[src/rtl/phy_pkg.sv]
// Shared PHY receive definitions: K-character codes and framer state encoding.
package phy_pkg;

    localparam logic [7:0] SymStp = 8'hFB;
    localparam logic [7:0] SymEnd = 8'hFD;
    localparam logic [7:0] SymEdb = 8'hFE;
    localparam logic [7:0] SymCom = 8'hBC;
    localparam logic [7:0] SymSkp = 8'h1C;

    typedef enum logic [1:0] {
        StIdle,
        StPayload,
        StDrop
    } framer_state_e;

    // COM and SKP are transparent to the framer in every state.
    function automatic logic is_fill(input logic k, input logic [7:0] data);
        return k && ((data == SymCom) || (data == SymSkp));
    endfunction

endpackage

[src/rtl/rx_pkt_fifo.sv]
// Store-and-forward packet buffer: speculative writes become visible only on commit,
// and are discarded by rolling the speculative pointer back to the commit pointer.
module rx_pkt_fifo #(
    parameter int unsigned DEPTH = 64
) (
    input  logic                     clk,
    input  logic                     rst,
    input  logic                     wr_en,
    input  logic [8:0]               wr_data,
    input  logic                     commit,
    input  logic                     rollback,
    input  logic                     pop,
    output logic                     valid,
    output logic [8:0]               rd_data,
    output logic [$clog2(DEPTH):0]   used
);

    localparam int unsigned ADDR_W = $clog2(DEPTH);

    logic [8:0]        mem [DEPTH];
    logic [ADDR_W:0]   rd_ptr_q, rd_ptr_d;
    logic [ADDR_W:0]   spec_ptr_q, spec_ptr_d;
    logic [ADDR_W:0]   commit_ptr_q, commit_ptr_d;
    logic [ADDR_W:0]   spec_wr;

    always_comb begin
        spec_wr      = spec_ptr_q + (wr_en ? (ADDR_W + 1)'(1) : '0);
        spec_ptr_d   = rollback ? commit_ptr_q : spec_wr;
        // Commit includes the byte written in the same cycle (the EOP byte).
        commit_ptr_d = commit ? spec_wr : commit_ptr_q;
        rd_ptr_d     = rd_ptr_q + ((pop && valid) ? (ADDR_W + 1)'(1) : '0);
    end

    always_ff @(posedge clk) begin
        if (wr_en) begin
            mem[spec_ptr_q[ADDR_W-1:0]] <= wr_data;
        end
    end

    always_ff @(posedge clk) begin
        if (rst) begin
            rd_ptr_q     <= '0;
            spec_ptr_q   <= '0;
            commit_ptr_q <= '0;
        end else begin
            rd_ptr_q     <= rd_ptr_d;
            spec_ptr_q   <= spec_ptr_d;
            commit_ptr_q <= commit_ptr_d;
        end
    end

    assign valid   = (rd_ptr_q != commit_ptr_q);
    assign rd_data = mem[rd_ptr_q[ADDR_W-1:0]];
    assign used    = spec_ptr_q - rd_ptr_q;

endmodule

[src/rtl/phy_rx_framer.sv]
// PCIe receive framer: strips framing symbols and forwards only complete, good packets.
// Optional statistics outputs PKT_CNT/ERR_CNT when PHY_RX_FRAMER_STATS_EN is defined.
module phy_rx_framer
    import phy_pkg::*;
#(
    parameter int unsigned DEPTH   = 64,
    parameter int unsigned MAX_LEN = 32
) (
    input  logic        CLK,
    input  logic        RESET,
    input  logic        IN_VALID,
    input  logic [7:0]  IN_DATA,
    input  logic        IN_K,
    input  logic        OUT_READY,
    output logic        OUT_VALID,
    output logic [7:0]  OUT_DATA,
    output logic        OUT_EOP,
    output logic        FRAME_ERR,
    output logic        NULLIFIED,
    output logic        OVERFLOW
`ifdef PHY_RX_FRAMER_STATS_EN
    ,
    output logic [15:0] PKT_CNT,
    output logic [15:0] ERR_CNT
`endif
);

    localparam int unsigned ADDR_W = $clog2(DEPTH);
    localparam int unsigned LEN_W  = $clog2(MAX_LEN + 1);

    framer_state_e     state_q, state_d;
    logic [LEN_W-1:0]  len_q, len_d;
    logic [7:0]        pend_data_q, pend_data_d;
    logic              pend_vld_q, pend_vld_d;
    logic              ferr_q, ferr_d;
    logic              null_q, null_d;
    logic              ovf_q, ovf_d;

    logic              wr_en;
    logic [8:0]        wr_data;
    logic              commit;
    logic              rollback;
    logic              fifo_valid;
    logic [8:0]        rd_data;
    logic [ADDR_W:0]   used;
    logic [ADDR_W+1:0] occ;
    logic              no_room;

    rx_pkt_fifo #(
        .DEPTH (DEPTH)
    ) u_fifo (
        .clk      (CLK),
        .rst      (RESET),
        .wr_en    (wr_en),
        .wr_data  (wr_data),
        .commit   (commit),
        .rollback (rollback),
        .pop      (OUT_READY),
        .valid    (fifo_valid),
        .rd_data  (rd_data),
        .used     (used)
    );

    // The pending byte already owns a slot, so a new byte needs room beyond it.
    assign occ     = {1'b0, used} + {{(ADDR_W + 1){1'b0}}, pend_vld_q};
    assign no_room = (occ >= (ADDR_W + 2)'(DEPTH));

    always_comb begin
        state_d     = state_q;
        len_d       = len_q;
        pend_data_d = pend_data_q;
        pend_vld_d  = pend_vld_q;
        wr_en       = 1'b0;
        wr_data     = {1'b0, pend_data_q};
        commit      = 1'b0;
        rollback    = 1'b0;
        ferr_d      = 1'b0;
        null_d      = 1'b0;
        ovf_d       = 1'b0;

        if (IN_VALID && !is_fill(IN_K, IN_DATA)) begin
            unique case (state_q)
                StIdle: begin
                    if (IN_K && (IN_DATA == SymStp)) begin
                        state_d    = StPayload;
                        rollback   = 1'b1;
                        len_d      = '0;
                        pend_vld_d = 1'b0;
                    end else begin
                        ferr_d = 1'b1;
                    end
                end
                StPayload: begin
                    if (!IN_K) begin
                        if ((len_q == LEN_W'(MAX_LEN)) || no_room) begin
                            rollback   = 1'b1;
                            ovf_d      = 1'b1;
                            pend_vld_d = 1'b0;
                            state_d    = StDrop;
                        end else begin
                            wr_en       = pend_vld_q;
                            pend_data_d = IN_DATA;
                            pend_vld_d  = 1'b1;
                            len_d       = len_q + LEN_W'(1);
                        end
                    end else begin
                        pend_vld_d = 1'b0;
                        case (IN_DATA)
                            SymEnd: begin
                                state_d = StIdle;
                                if (len_q != '0) begin
                                    wr_en   = 1'b1;
                                    wr_data = {1'b1, pend_data_q};
                                    commit  = 1'b1;
                                end else begin
                                    ferr_d = 1'b1;
                                end
                            end
                            SymEdb: begin
                                rollback = 1'b1;
                                null_d   = 1'b1;
                                state_d  = StIdle;
                            end
                            SymStp: begin
                                rollback = 1'b1;
                                ferr_d   = 1'b1;
                                len_d    = '0;
                            end
                            default: begin
                                rollback = 1'b1;
                                ferr_d   = 1'b1;
                                state_d  = StDrop;
                            end
                        endcase
                    end
                end
                StDrop: begin
                    if (IN_K && ((IN_DATA == SymEnd) || (IN_DATA == SymEdb))) begin
                        state_d = StIdle;
                    end else if (IN_K && (IN_DATA == SymStp)) begin
                        state_d    = StPayload;
                        rollback   = 1'b1;
                        len_d      = '0;
                        pend_vld_d = 1'b0;
                    end
                end
                default: state_d = StIdle;
            endcase
        end
    end

    always_ff @(posedge CLK) begin
        if (RESET) begin
            state_q     <= StIdle;
            len_q       <= '0;
            pend_data_q <= '0;
            pend_vld_q  <= 1'b0;
            ferr_q      <= 1'b0;
            null_q      <= 1'b0;
            ovf_q       <= 1'b0;
        end else begin
            state_q     <= state_d;
            len_q       <= len_d;
            pend_data_q <= pend_data_d;
            pend_vld_q  <= pend_vld_d;
            ferr_q      <= ferr_d;
            null_q      <= null_d;
            ovf_q       <= ovf_d;
        end
    end

    assign OUT_VALID = fifo_valid;
    assign OUT_DATA  = fifo_valid ? rd_data[7:0] : 8'h00;
    assign OUT_EOP   = fifo_valid & rd_data[8];
    assign FRAME_ERR = ferr_q;
    assign NULLIFIED = null_q;
    assign OVERFLOW  = ovf_q;

`ifdef PHY_RX_FRAMER_STATS_EN
    logic [15:0] pkt_cnt_q;
    logic [15:0] err_cnt_q;

    always_ff @(posedge CLK) begin
        if (RESET) begin
            pkt_cnt_q <= '0;
            err_cnt_q <= '0;
        end else begin
            if (commit && (pkt_cnt_q != 16'hFFFF)) begin
                pkt_cnt_q <= pkt_cnt_q + 16'd1;
            end
            if ((ferr_d || null_d || ovf_d) && (err_cnt_q != 16'hFFFF)) begin
                err_cnt_q <= err_cnt_q + 16'd1;
            end
        end
    end

    assign PKT_CNT = pkt_cnt_q;
    assign ERR_CNT = err_cnt_q;
`else
    // Statistics counters are not built in this configuration.
`endif

endmodule

[config.mk]
export PLATFORM = sky130hd
export DESIGN_NAME = phy_rx_framer
export DESIGN_NICKNAME = d
export VERILOG_FILES = /design/src/rtl/phy_pkg.sv /design/src/rtl/rx_pkt_fifo.sv /design/src/rtl/phy_rx_framer.sv
export SDC_FILE = /design/constraint.sdc
export NUM_CORES = 1
export LEC_CHECK = 0
export CORE_MARGIN = 1
export CORE_UTILIZATION = 47
export CTS_BUF_LIST = sky130_fd_sc_hd__clkbuf_8 sky130_fd_sc_hd__clkbuf_16
export CTS_CLUSTER_SIZE = 20
export DETAILED_ROUTE_END_ITERATION = 8
export PLACE_DENSITY = 0.61
export SLEW_MARGIN = 20
export SYNTH_ARGS = -nofsm -noshare
export SYNTH_HDL_FRONTEND = slang
export SYNTH_HIERARCHICAL = 1
export SYNTH_SLANG_ARGS = --single-unit
[constraint.sdc]
create_clock -name CLK -period 19.45 [get_ports CLK]
set_input_delay 3.89 -clock CLK [delete_from_list [all_inputs] [get_ports CLK]]
set_output_delay 3.89 -clock CLK [all_outputs]
set_load 0.01 [all_outputs]
After elaboration in Yosys (flattened, before gate mapping)
Memory sizes are Yosys's and may differ from the RTL's. A register that Yosys moved wholly into a read port is not among the register bits.
Index checks and enable logic that the tools add are counted.
{ "totals": {"out_inout_bits": 13, "romBits": 0, "mem_bits_rw": 576, "input_bits": 13, "latchBits": 0, "regBits": 41, "memories": 1} }
{ "op_classes": {"div_mod_pow": 0, "bitwise_logic": 5, "n_lt_le_gt_ge": 1, "mux": 51, "shift": 0, "eq_ne": 14, "add_sub_neg": 5, "n_mul": 0, "reduce_logical": 20} }
{ "mem_list": {"columns": ["name", "words", "word_bits", "rd", "rd_ports_with_merged_regs", "wr", "line_no", "source"], "rows": [
  ["u_fifo.mem", 64, 9, 1, 1, 1, "rx_pkt_fifo.sv:20", "logic [8:0] mem [DEPTH];"]
]} }
{ "op_table": {"columns": ["operator", "n"], "rows": [
  ["$mux 9", 5],
  ["$mux 6", 6],
  ["$eq 8x8->1 const B", 4],
  ["$mux 1", 27],
  ["$pmux 6 s3", 1],
  ["$add 7x7->7", 2],
  ["$ne 3x3->1 const B", 4],
  ["$add 7x1->8", 1],
  ["$eq 8x5->1 const B", 1],
  ["$ge 8x7->1 const B", 1],
  ["$mux 2", 4],
  ["$mux 8", 1],
  ["$reduce_or 4->1", 2],
  ["$mux 7", 1],
  ["$ne 7x7->1", 1],
  ["$sub 7x7->7", 1],
  ["$add 6x1->6 const B", 1],
  ["$eq 6x6->1 const B", 1],
  ["$pmux 1 s3", 2],
  ["$pmux 2 s3", 1],
  ["$reduce_and 3->1", 2],
  ["$reduce_bool 6->1", 1],
  ["$logic_and 1x1->1", 5],
  ["$reduce_and 5->1", 1],
  ["13 further kinds", 20]
]} }

Logic depth before layout (Yosys ltp)
Gate-level depths: netlist (run 1).
{ "logic_depth": {"word_depth": 11, "ltp_mapped": 25} }

Cells and area by module
Netlist (run 1), hierarchy kept.
{ "modules_own_cells": {"columns": ["mod", "instances", "cells_each", "area_each_um2"], "rows": [
  ["rx_pkt_fifo", 1, 1249, 23621.4],
  ["phy_rx_framer", 1, 138, 1239.9]
]} }

Worst setup path after synthesis (run 1)
Ideal clock, no wire load.
{ "synth_path": {"kind": "input to register", "startpoint": "input port IN_DATA[7]", "endpoint": "memory u_fifo.mem[40][0] (enable)", "setup_ns": 0.387, "stages": 7, "path_buffers": 0, "required_ns": 19.063, "arrival_time_ns": 8.509, "setup_slack_ns": 10.554, "path_cell_list": "xor2_1 o31ai_4 nor3_1 o21bai_1 nor2b_1 nand2_1 nor3_1"} }
{ "synth_between": {"elab_chain_len": 8, "elab_cells_between_ends": 13, "classes_between": "eq/ne: 3; mux: 6; reduce/logical: 4"} }
{ "synth_lines": {"columns": ["element", "line_no", "source"], "rows": [
  ["start: declaration", "phy_rx_framer.sv:12", "input logic [7:0] IN_DATA,"],
  ["branches (longest 5 deep; another with $eq 8x8->1)", null, null],
  ["$mux 1 (*)", "phy_rx_framer.sv:81", "if (IN_VALID && !is_fill(IN_K, IN_DATA)) begin"],
  ["via wr_en", "phy_rx_framer.sv:39", "logic wr_en;"],
  ["$mux 1 (*)", "rx_pkt_fifo.sv:35", "if (wr_en) begin"],
  ["$mux 1 (not written as such) (*)", "rx_pkt_fifo.sv:36", "mem[spec_ptr_q[ADDR_W-1:0]] <= wr_data;"],
  ["end: declaration", "rx_pkt_fifo.sv:20", null]
]} }
Mark *: on every way through the listed nets, which the timed path passes.

Final worst setup path (run 1)
{ "layout_path": {"startpoint": "register u_fifo.rd_ptr_q[0]", "endpoint": "output port OUT_EOP"} }
{ "layout_between": {"elab_chain_len": 2} }
{ "layout_lines": {"columns": ["element", "line_no", "source"], "rows": [
  ["start: declaration", "rx_pkt_fifo.sv:21", "logic [ADDR_W:0] rd_ptr_q, rd_ptr_d;"],
  ["start signal: assignment", "rx_pkt_fifo.sv:46", "rd_ptr_q <= rd_ptr_d;"],
  ["$ne 7x7->1", "rx_pkt_fifo.sv:52", "assign valid = (rd_ptr_q != commit_ptr_q);"],
  ["$and 1x1->1", "phy_rx_framer.sv:174", "assign OUT_EOP = fifo_valid & rd_data[8];"],
  ["end: declaration", "phy_rx_framer.sv:17", "output logic OUT_EOP,"]
]} }
No other way between the ends.

==> results of run 1 <==
-- cells in the final DEF (no fill, tap or decap), drive strengths merged, types with 6 or more instances in the layout --
cell | synthesis | layout
nand2 | 61 | 61
o21ai | 9 | 9
mux2i | 64 | 64
mux2 | 15 | 15
edfxtp | 576 | 576
ha | 14 | 14
clkbuf | 30 | 71
nand4 | 6 | 6
a21o | 10 | 10
a22oi | 15 | 15
buf | 44 | 21
a21oi | 48 | 48
inv | 14 | 26
clkdlybuf4s50 | 0 | 25
nor4 | 12 | 12
nor2 | 130 | 130
and2 | 16 | 16
nor3 | 7 | 7
xor2 | 10 | 10
a221oi | 16 | 16
dfxtp | 41 | 41
nor2b | 10 | 10
xnor2 | 14 | 14
o22ai | 24 | 24
a211oi | 14 | 14
clkinv | 1 | 31
nand3 | 19 | 19
mux4 | 111 | 111
-- cell type report --
cell class / instances / area (sq um)
Fill cell: 4127 / 24100
Clock buffer: 71 / 1780
Tap cell: 680 / 851
Sequential cell: 617 / 18100
Multi-Input combinational cell: 681 / 6250
Clock inverter: 45 / 268
Timing Repair Buffer: 46 / 408
Inverter: 15 / 56.3
-- worst reg2reg max path, delay by kind of cell, from the launching register on --
| family | cells | cell delay, ps |
|---|---|---|
| XOR/XNOR | 1 | 230 |
| AND/OR/NAND/NOR | 7 | 2670 |
| adder cells (fa/ha/maj) | 1 | 420 |
| AO/OA/AOI/OAI | 5 | 1150 |
| buffers and inverters | 2 | 830 |
| flip-flops | 1 | 840 |
-- report_power, final --
part           internal [mW]  switching (mW)  total (mW)
sequential              1.43        0.000860        1.44
clock                  0.694           0.487        1.18
combinational        0.00528          0.0125      0.0178
total                   2.13           0.500        2.63
-- cell families after synthesis --
| group | synth area share (%) |
|---|---|
| simple gates | 5.34 |
| flops | 72.9 |
| fa+ha+maj | 0.785 |
| mux | 13.3 |
| buf+inv | 2.04 |
| xor+xnor | 0.845 |
| compound gates | 4.80 |
-- state kept, by name, indices dropped and copies added, names as in the netlist --
register / count
u_fifo/mem: 576
pend_data_q: 8
u_fifo/commit_ptr_q: 7
u_fifo/rd_ptr_q: 7
u_fifo/spec_ptr_q: 7
len_q: 6
state_q: 2
FRAME_ERR: 1
NULLIFIED: 1
OVERFLOW: 1
pend_vld_q: 1
-- stage by stage --
| step | std cells | instance area [sq um] | hold slack (ps) | setup WS (ps) |
|---|---|---|---|---|
| finish | 2155 | 27800 | 484 | 10670 |
| detailed placement | 2039 | 25700 | 471 | 11100 |
| floorplan | 1387 | 24900 | 451 | 10550 |
| CTS | 2155 | 27700 | 479 | 10560 |
| global route | 2155 | 27800 | 512 | 10370 |
| global placement | 2039 | 25700 | 465 | 11210 |
-- how the worst min path moves through the flow --
stage | endpoint | slack [ps] | cells past startpoint
2_1_floorplan | len_q[0]$_SDFFE_PP0P_ | 450 | 1
5_1_grt | pend_data_q[2]$_SDFFE_PP0P_ | 510 | 2
4_1_cts | pend_vld_q$_SDFFE_PP0P_ | 480 | 2
3_3_place_gp | pend_vld_q$_SDFFE_PP0P_ | 460 | 2
6_report | pend_vld_q$_SDFFE_PP0P_ | 480 | 2
3_5_place_dp | pend_vld_q$_SDFFE_PP0P_ | 470 | 2
-- routing by layer --
metal	global-route usage (%)	vias up	part of all wire, %
li1	-	5621	-
met1	31.3	6848	44
met2	33.9	397	48
met4	6.31	0	2.3
met3	3.76	81	6.0
met5	0	-	0
==> flow_summary.toml, run 1 <==
[run_status]
status = "finished, final reports clean"

[die]
die_y_um = 232
rows = 83
core_sq_um = 51800
die_w_um = 232
die-area_sq_um = 53800
io_pins = 26
start_util_pct = 48.0

[yosys]
async_flop_share_pct = 0
yosys_most_used_dff = "edfxtp_1"
synth_most_common_cell = "edfxtp_1"
synth.top_cell.area_share_pct = 69.6
synth_area_leaders = "edfxtp_1 70%, mux4_2 10%, dfxtp_1 3.3%"
synth_warnings = 6
synth_cells = 1387
seq_area_frac_synth_pct = 72.9
yosys-top-cells-count = "576 x edfxtp_1, 129 x nor2_1, 111 x mux4_2"
synth_edf_count = 576
synth_top_area_cell = "edfxtp_1"
synth_area_sq_um = 24900
synth_seq_cells = 617
synth.distinct_cells = 65
avgSynthCellArea_sq_um = 17.9
syn_nets = 1415

[placement]
port_buffers = 25
place_hpwl_um = 33700
routabilityCongestion = 0.826

[timing]
rsz0062_at_grt = "false"
fin_skew_ps = 16.1
tightest_slew_ps = 1060
slew_viol_final = 0
min_period_ps = 8780
hold_viol = 0
tns_ps = 0
relSlewSlack_pct = 29.1
period_share_pct = 45.1
setup_viol = 0
fmax_ghz = 0.114

[global_route]
grt_pass1_wl_um = 84500
overflow = 0
antenna_found_initial = 1
grtUsageTotal_pct = 21.7
grt_pass1_vias = 12911
grt_max_degree = 78

[routing]
via_count = 12947
via_per_inst = 6.01
ant_nets = 0
drt_iter0_drc = 1257
routed_wl_um = 57000
route.detailed.drc = 0
first_pass_iters = 5
routedWlPerCell_um = 26.5

[setup_path]
cp_data_arrival_time_ps = 4890
crit_family = "simple AND/OR/NAND/NOR gates"
crit_buf_inv = 2
max_stage_delay_ps = 820
critPathKind = "reg2out"
crit_required_ps = 15560
startpoint_type = "flop"
r2r_start = "u_fifo/rd_ptr_q[2]$_SDFF_PP0_"
crit_chain = "buf_4 -> nor2b_1 -> nand2_1 -> o221ai_1 -> a211oi_1 -> o21ai_1 -> and2_1 -> clkdlybuf4s50_1"
crit_fanout = 44
r2r-end = "u_fifo/mem[14][4]$_DFFE_PP_"
endpoint = "OUT_EOP"
ff2ff_path_depth = 16
ff2ff_setup_slack_ps = 12910
cp.depth = 8
crit_start = "u_fifo/rd_ptr_q[0]$_SDFF_PP0_"
critical_path.endpoint_type = "output port"
slowest_stage = "nor2b_1"

[clock_network]
cts_tree = "built"
cts.sinks = 617
post-cts-setup-buffers = 0
htreeDepth = 3
path_clk_slew_ps = 60
clockBufferDepth = 3
insertion_delay_ps = 580
cts_resized = 0
clock-root-buffer = "clkbuf_16"
cts_inserted_buffers = 66
cts-hold-fix-buffers = 0

[pwr]
peakVddDrop_uv = 66.9
total_power_mw = 2.63
powerDensity_nw_per_um2 = 94.9
leakage_nw = 9.33

[flow_run]
maxCapViolCount = 0

[finish]
drive_gt1_share_pct = 18.0
diodes = 0
fin_nets = 1455
syn_to_final_growth_pct = 11.6
finish.utilization_pct = 53.6

[hold_path]
worstHoldStart = "pend_vld_q$_SDFFE_PP0P_"
hold_path.class = "reg2reg"
Note: power is estimated with default switching activity, not from simulation.
==> inputs of run 2 (changes only) <==
Clock period 19.45 ns to 9 ns, I/O delays scaled along.
==> flow_summary.toml, run 2 (synthesis results as in run 1) <==
[run_status]
status = "finished, final reports clean"

[pwr]
peakVddDrop_uv = 190
power_frac_seq_pct = 54.4
powerDensity_nw_per_um2 = 206
leakage_nw = 9.20
intPower_mw = 4.63
swShare_pct = 18.8
pwr-share-clk_pct = 45.0
combPwrFrac_pct = 0.7
p_switching_mw = 1.08

[timing]
tns_ps = 0
hold_ws_ps = 492
setup_viol = 0
rsz0062_at_grt = "false"
relSlewSlack_pct = 27.7
fin_skew_ps = 13.6
fmax_ghz = 0.154
period_share_pct = 72.3
hold_viol = 0
slew_viol_final = 0
min_period_ps = 6510
tightest_slew_ps = 1080

[flow_run]
maxCapViolCount = 0

[setup_path]
ff2ff_path_depth = 15
crit_required_ps = 7200
crit_fanout = 60
startpoint_type = "flop"
critical_path.endpoint_type = "output port"
r2r-end = "u_fifo/mem[14][4]$_DFFE_PP_"
cp_data_arrival_time_ps = 4710
ff2ff_setup_slack_ps = 3250
critPathKind = "reg2out"
r2r_start = "u_fifo/rd_ptr_q[1]$_SDFF_PP0_"

[routing]
route.detailed.drc = 0
first_pass_iters = 5
routed_wl_um = 56500
routedWlPerCell_um = 26.3
drt_iter0_drc = 1044
via_count = 12784
ant_nets = 0
via_per_inst = 5.94

[hold_path]
holdPathEnd = "len_q[0]$_SDFFE_PP0P_"
whs_path_depth = 1
hold_path.class = "reg2reg"
worstHoldStart = "len_q[0]$_SDFFE_PP0P_"

[placement]
port_buffers = 25
routabilityCongestion = 0.866
place_hpwl_um = 33500

[finish]
drive_gt1_share_pct = 18.8
mostFrequentLayoutCell = "edfxtp_1"
final_cell_mix = "576 x edfxtp_1, 128 x nor2_1, 111 x mux4_2"
largest_reg_flops = 576
diodes = 0
fin_nets = 1448
syn_to_final_growth_pct = 11.7

[clock_network]
cts.sinks = 617
path_clk_slew_ps = 60
cts-hold-fix-buffers = 0
cts_tree = "built"
insertion_delay_ps = 620
htreeDepth = 2
cts_resized = 0
clock-root-buffer = "clkbuf_16"
cts_inserted_buffers = 60
clockBufferDepth = 3
post-cts-setup-buffers = 0

[global_route]
grt_pass1_vias = 12851
antenna_found_initial = 0
grt_max_degree = 105
grtUsageTotal_pct = 21.2
grt_pass1_wl_um = 83300
overflow = 0

[die]
die_y_um = 232
die_w_um = 232
rows = 83
core_sq_um = 51800
die-area_sq_um = 53800
io_pins = 26
start_util_pct = 48.0
## run 2: cell types whose count changed in the layout (fill, tap and decap cells not counted), moves of 2 or more
cell       before  now
buf_4          21   19
clkinv_1       22    6
bufinv_16       3    8
inv_1          25   29
clkinv_2        8   15
nor3_1          5    3
clkbuf_16      71   61
nor3_2          2    4
clkbuf_8        0    8
## run 2: how the worst max path moves through the flow
stage	startpoint	to	slack [ps]
6_report	u_fifo/rd_ptr_q[1]$_SDFF_PP0_	OUT_DATA[0]	2490
5_1_grt	u_fifo/rd_ptr_q[1]$_SDFF_PP0_	OUT_EOP	2180
4_1_cts	u_fifo/rd_ptr_q[1]$_SDFF_PP0_	OUT_DATA[2]	2400
3_5_place_dp	IN_DATA[5]	u_fifo/mem[14][2]$_DFFE_PP_	2940
3_3_place_gp	IN_DATA[7]	u_fifo/mem[48][0]$_DFFE_PP_	2880
2_1_floorplan	IN_DATA[7]	u_fifo/mem[40][0]$_DFFE_PP_	2190
## run 2: metal layers
metal	share of wire [%]	vias up	global-route usage (%)	wire, um
li1	-	5606	-	-
met1	44	6701	30.1	24700
met2	48	397	33.8	27400
met3	5.4	80	3.62	3040
met4	2.6	0	6.35	1450
met5	0	-	0	0
## run 2: cell type report
type / instances / area, sq um
well taps: 680 / 851
clock buffers: 69 / 1640
repair buffers: 45 / 413
fillers: 4030 / 24100
inverters: 15 / 56.3
multi-input cells: 681 / 6260
flip-flops and latches: 617 / 18100
clock inverters: 45 / 408
## run 2: through the flow
step | area, sq um | utilization, % | setup slack (ps) | instances | power, mW
3_5_place_dp | 25700 | 49.6 | 2940 | 2038 | 3.20
5_1_grt | 27800 | 53.6 | 2180 | 2152 | 5.86
3_3_place_gp | 25700 | 49.6 | 2880 | 2037 | 3.20
4_1_cts | 27800 | 53.6 | 2400 | 2152 | 5.75
2_1_floorplan | 24900 | - | 2190 | 1387 | 3.18
6_report | 27800 | 53.6 | 2490 | 2152 | 5.71
## run 2: power groups by stage
stage	clock network, mW	registers, mW	logic [mW]
4_1_cts	2.61	3.10	0.0382
6_report	2.57	3.10	0.0376
3_5_place_dp	0	3.16	0.0381
5_1_grt	2.72	3.10	0.0408
2_1_floorplan	0	3.17	0.0137
3_3_place_gp	0	3.16	0.0375
## run 2: critical path, stage by stage, from the launching register on
cell             delay (ps)
dfxtp_4                 910
buf_4                   900
buf_4                   540
mux4_2                  380
a211oi_1                320
nand2_1                 140
a21o_1                  190
and2_1                  150
clkdlybuf4s50_1         480
==> inputs of run 3 (changes only) <==
Settings changed: PLACE_DENSITY 0.61 to 0.64.
Clock period 9 ns to 5.51 ns, I/O delays scaled along.
==> flow_summary.toml, run 3 (synthesis results as in run 1) <==
[pwr]
leakage_nw = 9.53
powerDensity_nw_per_um2 = 329
peakVddDrop_uv = 241

[clock_network]
insertion_delay_ps = 620
htreeDepth = 2
clock-root-buffer = "clkbuf_16"
post-cts-setup-buffers = 0
cts-hold-fix-buffers = 0
cts_inserted_buffers = 59
clockBufferDepth = 3
cts_resized = 0
path_clk_slew_ps = 60
cts.sinks = 617
cts_tree = "built"

[placement]
port_buffers = 25
dp_cells = 2074
place_hpwl_um = 33700
routabilityCongestion = 0.863

[setup_path]
crit_chain = "buf_12 -> buf_6 -> mux2_2 -> a311oi_1 -> nand3_1 -> nand2_1 -> o21ai_1 -> and2_1 -> clkdlybuf4s50_1"
critical_path.endpoint_type = "output port"
cp.depth = 9
crit_required_ps = 4410
r2r_start = "u_fifo/spec_ptr_q[1]$_SDFF_PP0_"
crit_fanout = 124
max_stage_delay_ps = 560
critPathKind = "reg2out"
r2r-end = "u_fifo/mem[56][1]$_DFFE_PP_"
crit_buf_inv = 3
cp_data_arrival_time_ps = 4150
crit_family = "buffers and inverters"
startpoint_type = "flop"
slowest_stage = "buf_12"
ff2ff_setup_slack_ps = 360
ff2ff_path_depth = 15

[die]
rows = 83
start_util_pct = 48.0
io_pins = 26
core_sq_um = 51800
die_y_um = 232
die_w_um = 232
die-area_sq_um = 53800

[timing]
min_period_ps = 5250
setup_viol = 0
rsz0062_at_grt = "true"
fin_skew_ps = 19.9
fmax_ghz = 0.190
tightest_slew_ps = 1130
period_share_pct = 95.3
slew_viol_final = 0
hold_viol = 0
tns_ps = 0
relSlewSlack_pct = 24.9

[finish]
final_cell_mix = "576 x edfxtp_1, 126 x nor2_1, 111 x mux4_2"
fillers = 3968
largest_reg_flops = 576
fin_nets = 1483
mostFrequentLayoutCell = "edfxtp_1"
syn_to_final_growth_pct = 12.5
diodes = 0
drive_gt1_share_pct = 20.2
layoutNonFillerInstCount = 2184

[hold_path]
worstHoldStart = "pend_vld_q$_SDFFE_PP0P_"
holdPathEnd = "pend_vld_q$_SDFFE_PP0P_"
hold_path.class = "reg2reg"
whs_path_depth = 2

[global_route]
grtUsageTotal_pct = 21.4
grt_max_degree = 125
grt_pass1_vias = 12942
antenna_found_initial = 0
overflow = 0
grt_pass1_wl_um = 84300

[routing]
via_count = 12911
route.detailed.drc = 0
via_per_inst = 5.91
drt_iter0_drc = 1329
routedWlPerCell_um = 25.6
ant_nets = 0
routed_wl_um = 56000
first_pass_iters = 5

[run_status]
status = "finished, final reports clean"

[flow_run]
maxCapViolCount = 0
## run 3: cell count changes in the layout (fill, tap and decap cells not counted), moves of 2 or more
| cell | delta |
|---|---|
| buf_4 | +34 |
| clkbuf_8 | -7 |
| nor3_2 | -4 |
| clkinv_4 | +2 |
| nor3_1 | +3 |
| nor2_2 | +2 |
| clkinv_1 | +3 |
| nor2_1 | -2 |
| clkinv_2 | -3 |
## run 3: area by class of cell
type / count / area, sq um / area share (%)
Multi-Input combinational cell: 681 / 6250 / 22.4
Timing Repair Buffer: 81 / 699 / 2.50
Sequential cell: 617 / 18100 / 64.9
Clock inverter: 49 / 450 / 1.61
Clock buffer: 61 / 1520 / 5.42
Tap cell: 680 / 851 / 3.04
Inverter: 15 / 56.3 / 0.201
## run 3: through the flow
stage | area, sq um | power (mW) | worst slack [ps] | util, % | hold slack [ps]
after floorplan | 24900 | 5.20 | 590 | - | 451
after global placement | 26000 | 5.23 | 441 | 50.1 | 468
after detailed placement | 26000 | 5.23 | 372 | 50.1 | 475
after CTS | 28000 | 9.29 | 110 | 53.9 | 484
after global routing | 28000 | 9.47 | -53.7 | 54.0 | 513
final | 28000 | 9.20 | 258 | 54.0 | 484
## run 3: report_power, final
part	internal (mW)	switching, mW
combinational	0.0186	0.0432
sequential	5.06	0.00481
clock	2.36	1.70
## run 3: worst max-delay path by stage
| stage | from | endpoint | slack (ps) |
|---|---|---|---|
| 2_1_floorplan | IN_DATA[7] | u_fifo/mem[40][0]$_DFFE_PP_ | 590 |
| 6_report | u_fifo/rd_ptr_q[1]$_SDFF_PP0_ | OUT_DATA[1] | 260 |
| 3_5_place_dp | u_fifo/spec_ptr_q[1]$_SDFF_PP0_ | u_fifo/mem[56][1]$_DFFE_PP_ | 370 |
| 4_1_cts | u_fifo/rd_ptr_q[1]$_SDFF_PP0_ | OUT_EOP | 110 |
| 5_1_grt | u_fifo/spec_ptr_q[1]$_SDFF_PP0_ | u_fifo/mem[8][4]$_DFFE_PP_ | -50 |
| 3_3_place_gp | u_fifo/spec_ptr_q[1]$_SDFF_PP0_ | u_fifo/mem[56][2]$_DFFE_PP_ | 440 |
## run 3: worst reg2reg max path, delay by kind of cell (launching register included)
| family | cells | cell delay (ps) |
|---|---|---|
| buffers and inverters | 1 | 160 |
| DFF | 1 | 590 |
| adders and majority gates | 1 | 450 |
| and+or+nand+nor | 7 | 2420 |
| xor gates and xnor gates | 1 | 270 |
| AOI/OAI and AO/OA | 5 | 880 |
## run 3: per-layer routing
layer | vias up | wire [um] | track usage (%)
met4 | 0 | 1390 | 6.78
met3 | 86 | 3670 | 3.41
met1 | 6708 | 23800 | 30.6
li1 | 5673 | - | -
met2 | 444 | 27100 | 33.8
met5 | - | 0 | 0
